**src/rtl/fnd_scan_ctrl.sv**
```systemverilog
// Multiplexed scan controller for a 4-digit common-anode FND.
// Source, digits, dp mask and blanking mode are latched at frame boundaries so a frame never tears.
module fnd_scan_ctrl #(
  parameter int unsigned CLK_FREQ  = 100_000_000,
  parameter int unsigned SCAN_HZ   = 1000,
  parameter int unsigned BLANK_CYC = 16
) (
  input  logic        clk,
  input  logic        reset,
  input  logic        i_sel_src,
  input  logic [15:0] i_watch_bcd,
  input  logic [15:0] i_sw_bcd,
  input  logic [3:0]  i_dot_mask,
  input  logic        i_lzb_en,
  output logic [3:0]  o_fnd_com,
  output logic [7:0]  o_fnd_data,
  output logic        o_frame_start
);

  localparam int unsigned DIV    = CLK_FREQ / SCAN_HZ;
  localparam int unsigned CNT_W  = (DIV > 1) ? $clog2(DIV) : 1;
  localparam int unsigned DIGITS = 4;
  localparam int unsigned IDX_W  = 2;
  localparam int unsigned NIB_W  = 4;
  localparam int unsigned BCD_W  = 16;
  localparam int unsigned SEG_W  = 7;
  localparam int unsigned DATA_W = 8;

  localparam logic [CNT_W-1:0] DIV_LAST  = CNT_W'(DIV - 1);
  localparam logic [CNT_W-1:0] BLANK_END = CNT_W'(BLANK_CYC);
  localparam logic [IDX_W-1:0] IDX_LAST  = IDX_W'(DIGITS - 1);

  typedef enum logic {
    ST_BLANK = 1'b0,
    ST_SHOW  = 1'b1
  } state_t;

  state_t              state_q, state_d;
  logic [CNT_W-1:0]    div_cnt, div_nxt;
  logic [IDX_W-1:0]    idx;
  logic                slot_end;
  logic                frame_end;

  logic [BCD_W-1:0]    lat_bcd;
  logic [DIGITS-1:0]   lat_dot;
  logic                lat_lzb;

  logic [NIB_W-1:0]    cur_nib;
  logic [DIGITS-1:0]   lz_blank;
  logic [SEG_W-1:0]    cur_seg;
  logic [DIGITS-1:0]   com_d;
  logic [DATA_W-1:0]   data_d;

  // Active-low 7-segment pattern {g,f,e,d,c,b,a}; non-decimal nibbles show a dash.
  function automatic logic [SEG_W-1:0] seg7(input logic [NIB_W-1:0] nib);
    case (nib)
      4'd0:    seg7 = 7'h40;
      4'd1:    seg7 = 7'h79;
      4'd2:    seg7 = 7'h24;
      4'd3:    seg7 = 7'h30;
      4'd4:    seg7 = 7'h19;
      4'd5:    seg7 = 7'h12;
      4'd6:    seg7 = 7'h02;
      4'd7:    seg7 = 7'h78;
      4'd8:    seg7 = 7'h00;
      4'd9:    seg7 = 7'h10;
      default: seg7 = 7'h3F;
    endcase
  endfunction

  assign slot_end  = (div_cnt == DIV_LAST);
  assign frame_end = slot_end && (idx == IDX_LAST);
  assign div_nxt   = slot_end ? '0 : div_cnt + CNT_W'(1);

  // Slot divider and digit index
  always_ff @(posedge clk or negedge reset) begin
    if (!reset) begin
      div_cnt <= '0;
      idx     <= '0;
    end else begin
      div_cnt <= div_nxt;
      if (slot_end) idx <= idx + IDX_W'(1);
    end
  end

  // Frame-boundary capture of everything that affects what is displayed
  always_ff @(posedge clk or negedge reset) begin
    if (!reset) begin
      lat_bcd       <= '0;
      lat_dot       <= '0;
      lat_lzb       <= 1'b0;
      o_frame_start <= 1'b0;
    end else begin
      o_frame_start <= frame_end;
      if (frame_end) begin
        lat_bcd <= i_sel_src ? i_sw_bcd : i_watch_bcd;
        lat_dot <= i_dot_mask;
        lat_lzb <= i_lzb_en;
      end
    end
  end

  // A digit is a leading zero when it and every more significant digit are zero
  always_comb begin
    lz_blank    = '0;
    lz_blank[3] = (lat_bcd[15:12] == 4'd0);
    lz_blank[2] = lz_blank[3] && (lat_bcd[11:8] == 4'd0);
    lz_blank[1] = lz_blank[2] && (lat_bcd[7:4] == 4'd0);
  end

  assign cur_nib = lat_bcd[{idx, 2'b00} +: NIB_W];
  assign cur_seg = (lat_lzb && lz_blank[idx]) ? 7'h7F : seg7(cur_nib);

  // State register
  always_ff @(posedge clk or negedge reset) begin
    if (!reset) state_q <= ST_BLANK;
    else        state_q <= state_d;
  end

  // Next state follows the slot phase; pin values are derived from the current state
  always_comb begin
    state_d = state_q;
    com_d   = '1;
    data_d  = '1;
    if (div_nxt < BLANK_END) state_d = ST_BLANK;
    else                     state_d = ST_SHOW;
    case (state_q)
      ST_SHOW: begin
        com_d  = ~(DIGITS'(1) << idx);
        data_d = {~lat_dot[idx], cur_seg};
      end
      default: begin
        com_d  = '1;
        data_d = '1;
      end
    endcase
  end

  // Registered pin drivers
  always_ff @(posedge clk or negedge reset) begin
    if (!reset) begin
      o_fnd_com  <= '1;
      o_fnd_data <= '1;
    end else begin
      o_fnd_com  <= com_d;
      o_fnd_data <= data_d;
    end
  end

endmodule

```
**config.mk**
```make
export PLATFORM = sky130hd
export DESIGN_NAME = fnd_scan_ctrl
export DESIGN_NICKNAME = d
export VERILOG_FILES = /design/src/rtl/fnd_scan_ctrl.sv
export SDC_FILE = /design/constraint.sdc
export NUM_CORES = 1
export LEC_CHECK = 0
export CAP_MARGIN = 20
export CORE_MARGIN = 2
export CORE_UTILIZATION = 47
export CTS_CLUSTER_DIAMETER = 150
export DETAILED_ROUTE_END_ITERATION = 10
export GPL_ROUTABILITY_DRIVEN = 0
export HOLD_SLACK_MARGIN = 0.1
export PLACE_DENSITY = 0.76
export RECOVER_POWER = 25
export SLEW_MARGIN = 20
export SYNTH_ARGS = -nofsm -noshare
export SYNTH_HDL_FRONTEND = slang
export SYNTH_SLANG_ARGS = --single-unit
```
**constraint.sdc**
```tcl
create_clock -name clk -period 1.95 [get_ports clk]
set_input_delay 0.39 -clock clk [delete_from_list [all_inputs] [get_ports clk]]
set_output_delay 0.39 -clock clk [all_outputs]
set_load 0.01 [all_outputs]
```
==> flow_summary.html <==
<table>
<tr><th>Metric</th><th>Value</th></tr>
<tr><th colspan="2">Timing</th></tr>
<tr><td>Worst path setup slack after routing</td><td>-0.00883 ns</td></tr>
<tr><td>Min Clock Period, post-route</td><td>between 1.5 and 2 ns</td></tr>
<tr><td>Worst-case hold slack</td><td>about 0.5 ns</td></tr>
<tr><td>Total setup violations reported at the end of the flow</td><td>4</td></tr>
<tr><td>Fmax</td><td>~0.5 GHz</td></tr>
<tr><td>Post-Route Setup TNS</td><td>-0.0265 ns</td></tr>
<tr><td>Max-slew violation total from the final report</td><td>0</td></tr>
<tr><td>Final setup skew</td><td>0.0106 ns</td></tr>
<tr><td>Final period utilization</td><td>100%</td></tr>
<tr><td>Final hold viol count</td><td>0</td></tr>
<tr><td>Setup repair after global routing missed its margin</td><td>true</td></tr>
<tr><td>Transition time at the pin with the least slew margin</td><td>between 0.9 and 1 ns</td></tr>
<tr><td>Max-slew headroom at the worst pin</td><td>a little over a third</td></tr>
<tr><th colspan="2">Power and ir drop</th></tr>
<tr><td>Leakage power</td><td>0.00169 µW</td></tr>
<tr><td>Largest voltage drop on the vdd net</td><td>between 0.3 and 0.4 mV</td></tr>
<tr><td>Share of power burned in registers</td><td>between 50% and 60%</td></tr>
<tr><td>Internal Power</td><td>approximately 1500 µW</td></tr>
<tr><td>Fraction of power consumed by combinational cells</td><td>7.8%</td></tr>
<tr><td>Net switching fraction of the power</td><td>21.3%</td></tr>
<tr><td>Switching pwr</td><td>between 400 and 500 µW</td></tr>
<tr><td>Areal power density over the cells</td><td>503 nW/µm²</td></tr>
<tr><td>Part of the power in the clock network</td><td>around a third</td></tr>
<tr><th colspan="2">Logic synthesis</th></tr>
<tr><td>Warnings from Yosys</td><td>0</td></tr>
<tr><td>Number of instances in the synthesized netlist</td><td>roughly 260</td></tr>
<tr><td>Register bit total from synthesis</td><td>54</td></tr>
<tr><td>Avg Synthesized Cell Area</td><td>roughly 11 µm²</td></tr>
<tr><td>Post-synth cell types</td><td>39</td></tr>
<tr><td>Mapped Area</td><td>between 2000 and 3000 µm²</td></tr>
<tr><td>Syn nets</td><td>approximately 310</td></tr>
<tr><td>Proportion of synthesized chip area in sequential cells</td><td>between 40% and 50%</td></tr>
<tr><th colspan="2">Critical path</th></tr>
<tr><td>Startpoint type of the worst setup path</td><td>flop</td></tr>
<tr><td>Slowest Stage Delay on Critical Path</td><td>0.55 ns</td></tr>
<tr><td>Slowest cell on the critical path</td><td>or4_4</td></tr>
<tr><td>CP Capture Type</td><td>flop</td></tr>
<tr><td>Crit path max fanout</td><td>4</td></tr>
<tr><td>Count of buffer and inverter cells on the critical path</td><td>1</td></tr>
<tr><td>CP arrival</td><td>2.16 ns</td></tr>
<tr><td>Required time worst endpoint</td><td>2.15 ns</td></tr>
<tr><td>Crit path cell chain</td><td>or4_4 &gt; nor4_4 &gt; buf_6 &gt; nand2_4 &gt; mux2_4</td></tr>
<tr><td>Category of the most critical setup path</td><td>reg2reg</td></tr>
<tr><td>Dominant delay contributor by cell family on the critical path</td><td>simple AND/OR/NAND/NOR gates</td></tr>
<tr><th colspan="2">Place</th></tr>
<tr><td>Total instance count after detailed placement</td><td>between 300 and 400</td></tr>
<tr><td>Number of port buffers</td><td>52</td></tr>
<tr><td>Post-Place Setup Slack</td><td>-0.0256 ns</td></tr>
<tr><td>HPWL reported at the end of detailed placement</td><td>about 4200 µm</td></tr>
<tr><td>Post-place instance area</td><td>roughly 3500 µm²</td></tr>
<tr><th colspan="2">Global route</th></tr>
<tr><td>Total overflow reported by the global router</td><td>0</td></tr>
<tr><td>Maximum number of pins on one net before global-route repair</td><td>39</td></tr>
<tr><td>Global routing usage summed across all routing layers</td><td>18.1%</td></tr>
<tr><td>Vias in the first global route</td><td>a little over 2000</td></tr>
<tr><td>Number of antenna violations at the first check in global routing</td><td>0</td></tr>
<tr><td>Wire length of the first global-routing pass</td><td>9550 µm</td></tr>
<tr><th colspan="2">Layout</th></tr>
<tr><td>Post-layout instance area</td><td>3810 µm²</td></tr>
<tr><td>Highest-count cells in the layout ignoring fill and taps</td><td>clkdlybuf4s50_1, dfrtp_1, nand2_1, buf_4, mux2i_1</td></tr>
<tr><td>Synthesis-to-finish area growth</td><td>35.7%</td></tr>
<tr><td>Count of filler cells inserted in the layout</td><td>roughly 420</td></tr>
<tr><td># nets final</td><td>between 300 and 400</td></tr>
<tr><td>Post-layout instance count excluding filler cells</td><td>roughly 420</td></tr>
<tr><td>Layout cells sized above 1</td><td>about 22%</td></tr>
<tr><td>Footprint of the multi-input gates</td><td>between 1000 and 1500 µm²</td></tr>
<tr><td>Register area</td><td>1370 µm²</td></tr>
<tr><td># diodes</td><td>0</td></tr>
<tr><td>Most common cell after layout, fill and taps aside</td><td>clkdlybuf4s50_1</td></tr>
<tr><th colspan="2">Floorplanning</th></tr>
<tr><td>Die area</td><td>between 6000 and 7000 µm²</td></tr>
<tr><td>Starting Density</td><td>between 40% and 50%</td></tr>
<tr><td>Die X</td><td>81.3 µm</td></tr>
<tr><td>Core ar.</td><td>5850 µm²</td></tr>
<tr><td>Number of top-level pins</td><td>53</td></tr>
<tr><td>Die span in y</td><td>just over 80 µm</td></tr>
<tr><td>Site row count</td><td>28</td></tr>
<tr><th colspan="2">Clock network</th></tr>
<tr><td>Cts bufs inserted</td><td>5</td></tr>
<tr><td>Clock-pin slew on the worst setup and hold paths</td><td>around 0.10 ns</td></tr>
<tr><td>TritonCTS clock tree</td><td>done</td></tr>
<tr><td>Buffer depth of the longest clock path</td><td>2</td></tr>
<tr><td>Number of levels the H-tree was split into</td><td>2</td></tr>
<tr><td>Clock tree root driver cell</td><td>clkbuf_8</td></tr>
<tr><td>Clock network latency to the later pin of the worst-skew pair</td><td>about 0.3 ns</td></tr>
<tr><td>Clock net sink count</td><td>54</td></tr>
<tr><th colspan="2">Drt</th></tr>
<tr><td>Post-DRT Antenna Nets</td><td>0</td></tr>
<tr><td>Violation count after the first detailed-routing iteration</td><td>~180</td></tr>
<tr><td>Count of unresolved DRC violations after routing</td><td>0</td></tr>
<tr><td>Number of iterations in the first detailed-routing pass</td><td>4</td></tr>
<tr><td>DR vias</td><td>about 2200</td></tr>
<tr><td>Post-detailed-routing wire length</td><td>5930 µm</td></tr>
<tr><td>Post-detailed-route via-to-cell ratio</td><td>5.30</td></tr>
<tr><td>Per-cell routed wire length</td><td>approximately 14 µm</td></tr>
<tr><th colspan="2">Flow run</th></tr>
<tr><td>Number of violations of the max-capacitance limit</td><td>0</td></tr>
<tr><th colspan="2">Run status</th></tr>
<tr><td>Violations in the final reports</td><td>negative setup slack</td></tr>
<tr><td>Status</td><td>complete, but fails checks</td></tr>
<tr><th colspan="2">Worst hold path</th></tr>
<tr><td>Class of the most critical hold timing path</td><td>reg2reg</td></tr>
</table>
==> power groups by stage <==
stage / Combinational [µW] / Sequential, µW / Clock [µW]
after floorplan: 38.0 / 1150 / 0
after global placement: 149 / 1150 / 0
after detailed placement: 151 / 1150 / 0
after CTS: 153 / 1130 / 650
after global routing: 163 / 1130 / 704
final: 150 / 1130 / 639
==> worst reg2reg max path, cell delays in order, from the launching register on <==
cell,delay (ns)
dfrtp_1,0.39
or4_4,0.55
nor4_4,0.32
buf_6,0.18
nand2_4,0.10
mux2_4,0.32
==> layer usage <==
layer	wire length, µm	global-route usage [%]	up-vias
met5	0	0	-
met4	63	3.05	0
met3	266	3.22	6
met2	2830	28.1	66
met1	2760	26.8	1059
li1	-	-	1075
==> sequential cells by signal, indices dropped and copies added (netlist names) <==
register	cells
div_cnt	17
lat_bcd	16
o_fnd_data	8
lat_dot	4
o_fnd_com	4
idx	2
lat_lzb	1
o_frame_start	1
state_q	1
==> cells in the mapped netlist <==
cell type  instances  area, µm²
o21ai_0            9       45.0
ha_1              10        125
nor4_1             9       56.3
dfstp_2           12        315
buf_2              4       20.0
nand4_1            7       43.8
a21oi_1            5       25.0
o21bai_1           1       7.51
nand2_2            1       6.26
a41oi_1            1       8.76
xor2_1             5       43.8
a31oi_1            2       12.5
nor2b_1            4       25.0
nor3_1             4       20.0
o2bb2ai_1          1       8.76
nand3_1           10       50.1
or3_1              1       6.26
nor3b_1            1       7.51
o21ai_1           16       80.1
clkbuf_1           9       33.8
dfrtp_1           42       1050
a2bb2oi_1          1       8.76
and3_1             1       6.26
nand2_1           32        120
mux2i_1           18        180
a311oi_2           1       15.0
nor2_1            14       52.6
nand2b_1           1       6.26
o211ai_1           1       7.51
o31a_1             1       8.76
mux4_2             5        113
or4b_1             1       10.0
buf_6              3       33.8
mux2_4             5       75.1
or4_4              1       11.3
a211o_1            1       8.76
nor4_4             1       21.3
inv_1              9       33.8
xnor2_1           12        105
==> cell families after synthesis <==
| logic type | count (synthesis) | share of synthesized area [%] |
|---|---|---|
| buffers and inverters | 25 | 4.32 |
| multiplexers | 28 | 13.1 |
| AO/OA/AOI/OAI | 40 | 8.42 |
| flip-flops | 54 | 48.6 |
| XOR/XNOR | 17 | 5.30 |
| adder cells (fa/ha/maj) | 10 | 4.45 |
| AND/OR/NAND/NOR | 88 | 15.8 |
==> path summary, 6_finish.rpt <==
path	from	endpoint	slack [ns]	cells past startpoint
setup reg to reg	div_cnt[11]	lat_dot[1]	-0.009	5
hold / removal	lat_bcd[2]	lat_bcd[2]	0.50	2
hold reg to reg	lat_bcd[2]	lat_bcd[2]	0.50	2
max in group asynchronous	reset	o_fnd_com[0]	0.43	3
setup / recovery	div_cnt[11]	lat_dot[1]	-0.009	5
min in group asynchronous	reset	lat_bcd[1]	0.76	2
==> what timing repair did <==
| item | 4_1_cts | 5_1_grt |
|---|---|---|
| buffers inserted | 3 | 2 |
| hold buffers | 1 | 0 |
| resized for setup | 5 | 14 |
| endpoints found under the hold margin | 16 | 0 |
| cloned | 0 | 4 |
| setup endpoints to repair | 12 | 35 |
| pin swaps | 6 | 4 |
==> area by class of cell <==
cell class	instances	share of cell area, %
clock inverter	2	0.328
tap	75	2.46
timing repair buffer	86	22.1
sequential	54	35.9
multi-input combinational	184	36.2
inverter	9	0.886
clock buffer	6	2.17
==> stage by stage <==
| stage | util, % | power (µW) |
|---|---|---|
| after floorplan | - | 1190 |
| after global placement | 60.5 | 1300 |
| after detailed placement | 60.5 | 1300 |
| after CTS | 62.9 | 1930 |
| after global routing | 65.2 | 2000 |
| final | 65.2 | 1920 |
Power figures use the tool's default switching activity.
